--- config.mk ---
export PLATFORM = sky130hd
export DESIGN_NAME = sw_debounce_toggle
export DESIGN_NICKNAME = d
export VERILOG_FILES = /design/src/rtl/sw_debounce_toggle.sv
export SDC_FILE = /design/constraint.sdc
export NUM_CORES = 1
export LEC_CHECK = 0
export BUFFER_PORTS_ARGS = -buffer_cell sky130_fd_sc_hd__buf_4
export CORE_UTILIZATION = 41
export CTS_CLUSTER_DIAMETER = 80
export DETAILED_ROUTE_END_ITERATION = 8
export MAX_ROUTING_LAYER = met4
export SLEW_MARGIN = 20
export SYNTH_ARGS = -nofsm -noshare
export SYNTH_HDL_FRONTEND = slang
export SYNTH_SLANG_ARGS = --single-unit
--- constraint.sdc ---
create_clock -name clk -period 2.5 [get_ports clk]
set_clock_uncertainty 0.15 [all_clocks]
set_input_delay 0.25 -clock clk [delete_from_list [all_inputs] [get_ports clk]]
set_output_delay 0.25 -clock clk [all_outputs]
set_load 0.05 [all_outputs]
--- src/rtl/sw_debounce_toggle.sv ---
// sw_debounce_toggle: conditions a raw, bouncing, asynchronous switch pin for the clk domain.
// A two-flop synchroniser feeds a four-state debounce FSM. The FSM accepts a new level only after
// DEBOUNCE_CYCLES consecutive equal synchronised samples.
//
// Ports:
//   clk          system clock, rising edge
//   rst_n        asynchronous active-low reset
//   sw_in        raw switch pin (asynchronous, may bounce)
//   sw_level     debounced level
//   rise_pulse   one-cycle strobe when sw_level goes 0->1
//   fall_pulse   one-cycle strobe when sw_level goes 1->0
//   sw_toggle    flips on every accepted rise
//   press_count  accepted rises, modulo 2^PRESS_W
//
// Timing: the sample that moves the FSM out of LOW/HIGH is the first stable sample.
// The WAIT_* state therefore accepts once it has seen DEBOUNCE_CYCLES-1 more samples.
// A change first sampled on edge 1 shows up on the outputs at edge DEBOUNCE_CYCLES+2.
// When DEBOUNCE_CYCLES is 1, that first sample is enough and the FSM skips the WAIT_* states.
module sw_debounce_toggle #(
  parameter int unsigned DEBOUNCE_CYCLES = 1000000,
  parameter int unsigned CNT_W           = 20,
  parameter int unsigned PRESS_W         = 8
) (
  input  logic               clk,
  input  logic               rst_n,
  input  logic               sw_in,
  output logic               sw_level,
  output logic               rise_pulse,
  output logic               fall_pulse,
  output logic               sw_toggle,
  output logic [PRESS_W-1:0] press_count
);

  localparam int unsigned   LastI   = (DEBOUNCE_CYCLES >= 2) ? DEBOUNCE_CYCLES - 2 : 0;
  localparam logic [31:0]   LastW   = LastI;
  localparam logic [CNT_W-1:0] CntLast = LastW[CNT_W-1:0];
  localparam bit            Direct  = (DEBOUNCE_CYCLES == 1);

  typedef enum logic [1:0] {StLow, StWaitH, StHigh, StWaitL} state_e;

  logic               sync1_q, sync2_q;
  state_e             state_q, state_d;
  logic [CNT_W-1:0]   cnt_q, cnt_d;
  logic               level_q, level_d;
  logic               rise_q, rise_d;
  logic               fall_q, fall_d;
  logic               toggle_q, toggle_d;
  logic [PRESS_W-1:0] press_q, press_d;
  logic               s;

  assign s = sync2_q;

  always_ff @(posedge clk or negedge rst_n) begin
    if (!rst_n) begin
      sync1_q <= 1'b0;
      sync2_q <= 1'b0;
    end else begin
      sync1_q <= sw_in;
      sync2_q <= sync1_q;
    end
  end

  always_comb begin
    state_d  = state_q;
    cnt_d    = cnt_q;
    level_d  = level_q;
    rise_d   = 1'b0;
    fall_d   = 1'b0;
    toggle_d = toggle_q;
    press_d  = press_q;
    unique case (state_q)
      StLow: begin
        if (s) begin
          cnt_d = '0;
          if (Direct) begin
            state_d  = StHigh;
            level_d  = 1'b1;
            rise_d   = 1'b1;
            toggle_d = ~toggle_q;
            press_d  = press_q + PRESS_W'(1);
          end else begin
            state_d = StWaitH;
          end
        end
      end
      StWaitH: begin
        if (!s) begin
          // Bounce: drop back without touching any output.
          state_d = StLow;
          cnt_d   = '0;
        end else if (cnt_q == CntLast) begin
          state_d  = StHigh;
          cnt_d    = '0;
          level_d  = 1'b1;
          rise_d   = 1'b1;
          toggle_d = ~toggle_q;
          press_d  = press_q + PRESS_W'(1);
        end else begin
          cnt_d = cnt_q + CNT_W'(1);
        end
      end
      StHigh: begin
        if (!s) begin
          cnt_d = '0;
          if (Direct) begin
            state_d = StLow;
            level_d = 1'b0;
            fall_d  = 1'b1;
          end else begin
            state_d = StWaitL;
          end
        end
      end
      StWaitL: begin
        if (s) begin
          state_d = StHigh;
          cnt_d   = '0;
        end else if (cnt_q == CntLast) begin
          state_d = StLow;
          cnt_d   = '0;
          level_d = 1'b0;
          fall_d  = 1'b1;
        end else begin
          cnt_d = cnt_q + CNT_W'(1);
        end
      end
      default: begin
        state_d = StLow;
        cnt_d   = '0;
      end
    endcase
  end

  always_ff @(posedge clk or negedge rst_n) begin
    if (!rst_n) begin
      state_q  <= StLow;
      cnt_q    <= '0;
      level_q  <= 1'b0;
      rise_q   <= 1'b0;
      fall_q   <= 1'b0;
      toggle_q <= 1'b0;
      press_q  <= '0;
    end else begin
      state_q  <= state_d;
      cnt_q    <= cnt_d;
      level_q  <= level_d;
      rise_q   <= rise_d;
      fall_q   <= fall_d;
      toggle_q <= toggle_d;
      press_q  <= press_d;
    end
  end

  assign sw_level    = level_q;
  assign rise_pulse  = rise_q;
  assign fall_pulse  = fall_q;
  assign sw_toggle   = toggle_q;
  assign press_count = press_q;

endmodule

==> results of run 1 <==
## stage by stage
stage	setup TNS [ps]	instance area [µm²]
4_1_cts	0	2180
6_report	0	2190
3_5_place_dp	0	2070
2_1_floorplan	0	1870
3_3_place_gp	0	2070
5_1_grt	-2.70	2190
## timing repair
item,in CTS,in global routing
resized for setup,0,3
endpoints found under the hold margin,37,0
hold buffers,2,0
endpoints found under the setup margin,0,4
## path summary, 6_finish.rpt
kind,to
worst max-delay path,cnt_q[14]
worst min-delay path,s
worst max register to register,cnt_q[14]
worst min register to register,s
max in group asynchronous,cnt_q[9]
min in group asynchronous,press_count[5]
## logic make-up after synthesis
family                   share of synthesized area, %
AO/OA/AOI/OAI                                    16.4
XOR/XNOR                                         4.21
adder cells (fa/ha/maj)                          2.00
buffers and inverters                            3.74
flip-flops                                       48.1
multiplexers                                     1.14
AND/OR/NAND/NOR                                  24.4
## registers in the layout, indices dropped and copies added (netlist names), named ones only
register,cells
cnt_q,20
press_count,8
fall_pulse,1
rise_pulse,1
s,1
state_q,1
sw_level,1
sw_toggle,1
sync1_q,1
## synth_stat cells, types with 4 or more instances
| master | count | area, µm² |
|---|---|---|
| nor2_1 | 8 | 30.0 |
| xnor2_1 | 6 | 52.6 |
| nand3_1 | 9 | 45.0 |
| o21ai_0 | 10 | 50.1 |
| nand2_1 | 20 | 75.1 |
| inv_1 | 8 | 30.0 |
| a31oi_1 | 16 | 100 |
| a21o_1 | 4 | 30.0 |
| a21oi_1 | 9 | 45.0 |
| nor3_1 | 6 | 30.0 |
| dfrtp_1 | 36 | 901 |
## final cells by class
cell class / count / area share (%)
clock buffer: 5 / 3.14
clock inverter: 3 / 0.857
inverter: 8 / 1.37
multi-input combinational: 137 / 41.7
sequential: 36 / 41.1
tap: 52 / 2.97
timing repair buffer: 25 / 8.79
## cell usage in the layout (no fill, tap or decap), types with 2 or more instances in the layout
cell           netlist  routed
a21oi_1              9       9
nand2_1             20      20
and3_1               3       2
o21ai_0             10      10
nand3_1              9       9
nor3_2               3       3
a31oi_1             16      16
and2_1               2       2
xor2_1               3       3
clkinv_2             0       2
a41oi_1              3       3
a21o_1               4       4
buf_4                1      23
nor3_1               6       6
or3_1                3       3
dlygate4sd3_1        0       2
xnor2_1              6       6
nor2_1               8       8
inv_1                8       8
nand4_4              2       2
ha_1                 3       3
nand4_1              2       2
nor3b_1              2       2
clkbuf_8             0       5
dfrtp_1             36      36
## report_power, final
part / switching (mW) / internal, mW
sequential: 0.0177 / 0.592
combinational: 0.0409 / 0.0222
clock: 0.227 / 0.194
## metal layers
metal  global-route usage [%]  up-vias  wire (µm)
met4                     7.03        0         62
met5                        -        -          0
li1                         -      737          -
met1                     22.6      756       1850
met2                     31.9       38       2140
met3                     4.65        8        177
==> results.md, run 1 <==
- Worst Hold Class: reg2reg
- CP startpoint kind: flop
- Area occupied by multi-input gates: 915 µm²
- CP endpoint kind: flop
- Net Count, Synth: 194
- Final wirelength: 4230 µm
- Starting Density: 42.7%
- Crit Path Max Fanout: 10
- Synth Flop Type: dfrtp_1
- Net count, final: 219
- Ratio of cells with drive above 1 in the final layout: 21.5%
- Worst R2R Setup Slack: 110 ps
- Register area share after synthesis: 48.1%
- Final period util: 95.6%
- Worst Slack Setup Final: 110 ps
- Avg WL per Cell: 15.9 µm
- DR vias: 1539
- I/O Pins: 15
- Remaining antenna violation count: 0
- Final setup fails: 0
- Post-synthesis async set-or-reset flop share: 100%
- Netlist cell types: 47
- Largest net degree at the start of global routing: 37
- Crit path buf inv count: 0
- First-pass GRT wire length: 7060 µm
- Setup CP Type: reg2reg
- N_diodes: 0
- Crit. Startpoint: cnt_q[13]
- Outcome: finished, final reports clean
- Detailed-router iteration count before antenna repair: 4
- Clock Latency Late Sink: 290 ps
- Area of the mapped netlist: 1870 µm²
- Vias in the first global route: 1485
- Tmin final: 2390 ps
- Register area: 901 µm²
- FF+latch count, synth: 36
- Reg2Reg Depth: 5
- Crit path depth: 5
- Vert. Die Dim: 69.6 µm
- Core footprint: 4380 µm²
- Die width: 69.6 µm
- Layout area overhead: 17.0%
- Rel. slew slack: 60.2%
- Syn_area_per_cell: 9.96 µm²
- Fin. Hold Viols: 0
- Gr ovfl total: 0
- Peak supply drop: 0.000213 V
- Tot Pwr: 1.09 mW
- Critical path cell sequence: or4b_1 > nor4_4 > a21o_2 > o21ai_0 > a22o_1
- Worst-margin pin slew: 596 ps
- CTS Sinks: 36
- Initial antenna violation count: 0
- Worst-path clk slew: 80 ps
- RSZ-0062 raised after global routing: true
- Dpl hpwl: 2900 µm
- Critical path required time: 2530 ps
- Hold Startpoint: sync1_q
- Pwr Density: 500 nW/µm²
- Buffers on Ports: 14
- Critical path's slowest cell: or4b_1
- Fmax: 418 MHz
- Max-slew violations: 0
- Final Instance Count excl. Fillers: 266
- Worst hold path cell count: 0
- Placed Cells incl. Taps: 256
- Overall Global Routing Usage: 19.2%
- Clk root buf: clkbuf_8
- Die area: 4840 µm²
- CP arrival: 2420 ps
- Leak: 0.985 nW
- Vias/cell: 5.79
- Post-layout util: 50.0%
- Place WS: 131 ps
- R2r startpoint: cnt_q[13]
- CTS tree: done
- Post-CTS Setup Bufs: 0
- Post-synth EDFFs: 0
- GP Congestion: 0.815
- Rows: 24
- YS warnings: 0
- CP max stage delay: 610 ps
- Clock Path Buffers: 2
- H-tree depth: 2
- CTS buffer count: 5
- Worst hold slack: 208 ps
- Initial DRC Count: 86
- Max-cap viol count: 0
- Delay-heaviest family, CP: simple AND/OR/NAND/NOR gates
- Fillers: 423
- DRC violations left: 0
- Post-Synthesis Cells: 188
Power figures use the tool's default switching activity.
==> inputs of run 2 (changes only) <==
CORE_ASPECT_RATIO = 2   (was unset)
GPL_TIMING_DRIVEN = 0   (was unset)
==> run 2 against run 1 <==
Compared with the run above:
- clock power up 4.7%
- combinational power rose by 3%
- final cell count unchanged
- critical path type unchanged
- largest cell class unchanged
- largest power group unchanged
- highest routed layer unchanged
==> results.md, run 2 (synthesis results as in run 1) <==
- Critical path required time: 2560 ps
- N_diodes: 0
- CP arrival: 2380 ps
- I/O Pins: 15
- CTS Sinks: 36
- Initial antenna violation count: 0
- CTS tree: done
- Critical path's slowest cell: or4b_4
- First-pass GRT wire length: 7330 µm
- Detailed-router iteration count before antenna repair: 4
- Vias/cell: 5.83
- Fin. Hold Viols: 0
- Rel. slew slack: 51.4%
- Commonest cells after routing, fill and taps aside: dfrtp_1, nand2_1, a31oi_1, buf_4, o21ai_0
- CTS buffer count: 5
- Max-cap viol count: 0
- Crit Path Max Fanout: 8
- Final setup fails: 0
- DR vias: 1551
- Largest register FFs: 20
- Max-slew violations: 0
- Vert. Die Dim: 97.6 µm
- DRC violations left: 0
- Register area: 902 µm²
- Worst hold slack: 199 ps
- Sw Share: 23.1%
- Worst-path clk slew: 70 ps
- Area occupied by multi-input gates: 913 µm²
- Gr ovfl total: 0
- Buffers on Ports: 14
- GP Congestion: 0.890
- Place WS: 158 ps
- Clock Latency Late Sink: 290 ps
- Commonest non-fill, non-tap cell in the layout: dfrtp_1
- Comb pwr share: 5.8%
- Worst Slack Setup Final: 182 ps
- Biggest register: cnt_q
- Clk root buf: clkbuf_8
- Tot Pwr: 1.12 mW
- CP startpoint kind: flop
- Layout area overhead: 16.5%
- Setup CP Type: reg2reg
- Starting Density: 42.7%
- Largest net degree at the start of global routing: 37
- Final period util: 92.7%
- Final wirelength: 4170 µm
- Post-layout util: 49.8%
- Critical path cell sequence: or4b_4 > nor4_4 > buf_4 > nand4_4 > nor3_2 > xor2_1
- RSZ-0062 raised after global routing: false
- Ratio of cells with drive above 1 in the final layout: 19.8%
- Pwr Density: 513 nW/µm²
- Clock Power Share: 39.5%
- Outcome: finished, final reports clean
- Clock Path Buffers: 2
- Core footprint: 4380 µm²
- Remaining antenna violation count: 0
- Fmax: 431 MHz
- Peak supply drop: 0.000319 V
- Tmin final: 2320 ps
- Vias in the first global route: 1550
- Int Pwr: 861 µW
- P_sw: 258 µW
- Worst Hold Class: reg2reg
- Share of power burned in registers: 54.6%
- CP endpoint kind: flop
- Initial DRC Count: 43
- H-tree depth: 2
- Die width: 49.8 µm
- Final setup TNS: 0 ps
- Rows: 34
- Avg WL per Cell: 15.7 µm
- CP max stage delay: 560 ps
- Overall Global Routing Usage: 20.5%
- Leak: 0.965 nW
- Net count, final: 218
- Worst-margin pin slew: 727 ps
- Die area: 4860 µm²
- Dpl hpwl: 3180 µm
- Fillers: 425
-- run 2: cell count changes in the layout (fill, tap and decap cells not counted), sizes merged --
cell / before / now
clkbuf: 5 / 10
buf: 23 / 19
clkinv: 3 / 0
-- run 2: layout make-up --
cell class | instances | share of cell area [%]
multi-input combinational | 137 | 41.9
sequential | 36 | 41.3
timing repair buffer | 17 | 6.08
clock buffer | 7 | 4.42
tap | 54 | 3.10
buffer | 7 | 1.83
inverter | 8 | 1.38
-- run 2: layer usage --
| metal | part of all wire, % | global-route usage [%] |
|---|---|---|
| met2 | 58 | 37.4 |
| met3 | 2.3 | 2.97 |
| met1 | 38 | 20.1 |
| met5 | 0 | - |
| met4 | 2.6 | 9.89 |
-- run 2: power by group through the flow --
stage          Sequential, mW  Clock (mW)  Combinational (mW)
6_report                0.611       0.442              0.0651
5_1_grt                 0.614       0.480              0.0733
4_1_cts                 0.611       0.453              0.0663
3_5_place_dp            0.622           0              0.0638
3_3_place_gp            0.621           0              0.0616
2_1_floorplan           0.617           0              0.0367
-- run 2: worst paths after layout --
check                          start             end  slack (ps)  depth (start not counted)
min in group asynchronous      rst_n       sw_toggle         300                          2
max reg2reg                cnt_q[12]  press_count[7]         180                          6
min reg2reg                  sync1_q               s         200                          0
max                        cnt_q[12]  press_count[7]         180                          6
max in group asynchronous      rst_n        cnt_q[0]        1550                          2
min                          sync1_q               s         200                          0
-- run 2: metrics by stage --
stage                     instance area [µm²]  cells
after CTS                                2160    265
after detailed placement                 2050    256
after global placement                   2050    256
final                                    2180    266
after global routing                     2180    266
after floorplan                          1870    188
-- run 2: what timing repair did --
| item | in CTS | in global routing |
|---|---|---|
| resized for setup | 0 | 3 |
| hold endpoints to repair | 37 | 0 |
| endpoints found under the setup margin | 0 | 3 |
| setup buffers | 0 | 1 |
| hold buffers | 2 | 0 |
-- run 2: critical path: cells and delay by family, from the launching register on --
kind	cells	cell delay (ps)
simple gates	4	1280
flops	1	460
buf+inv	1	180
xor+xnor	1	170
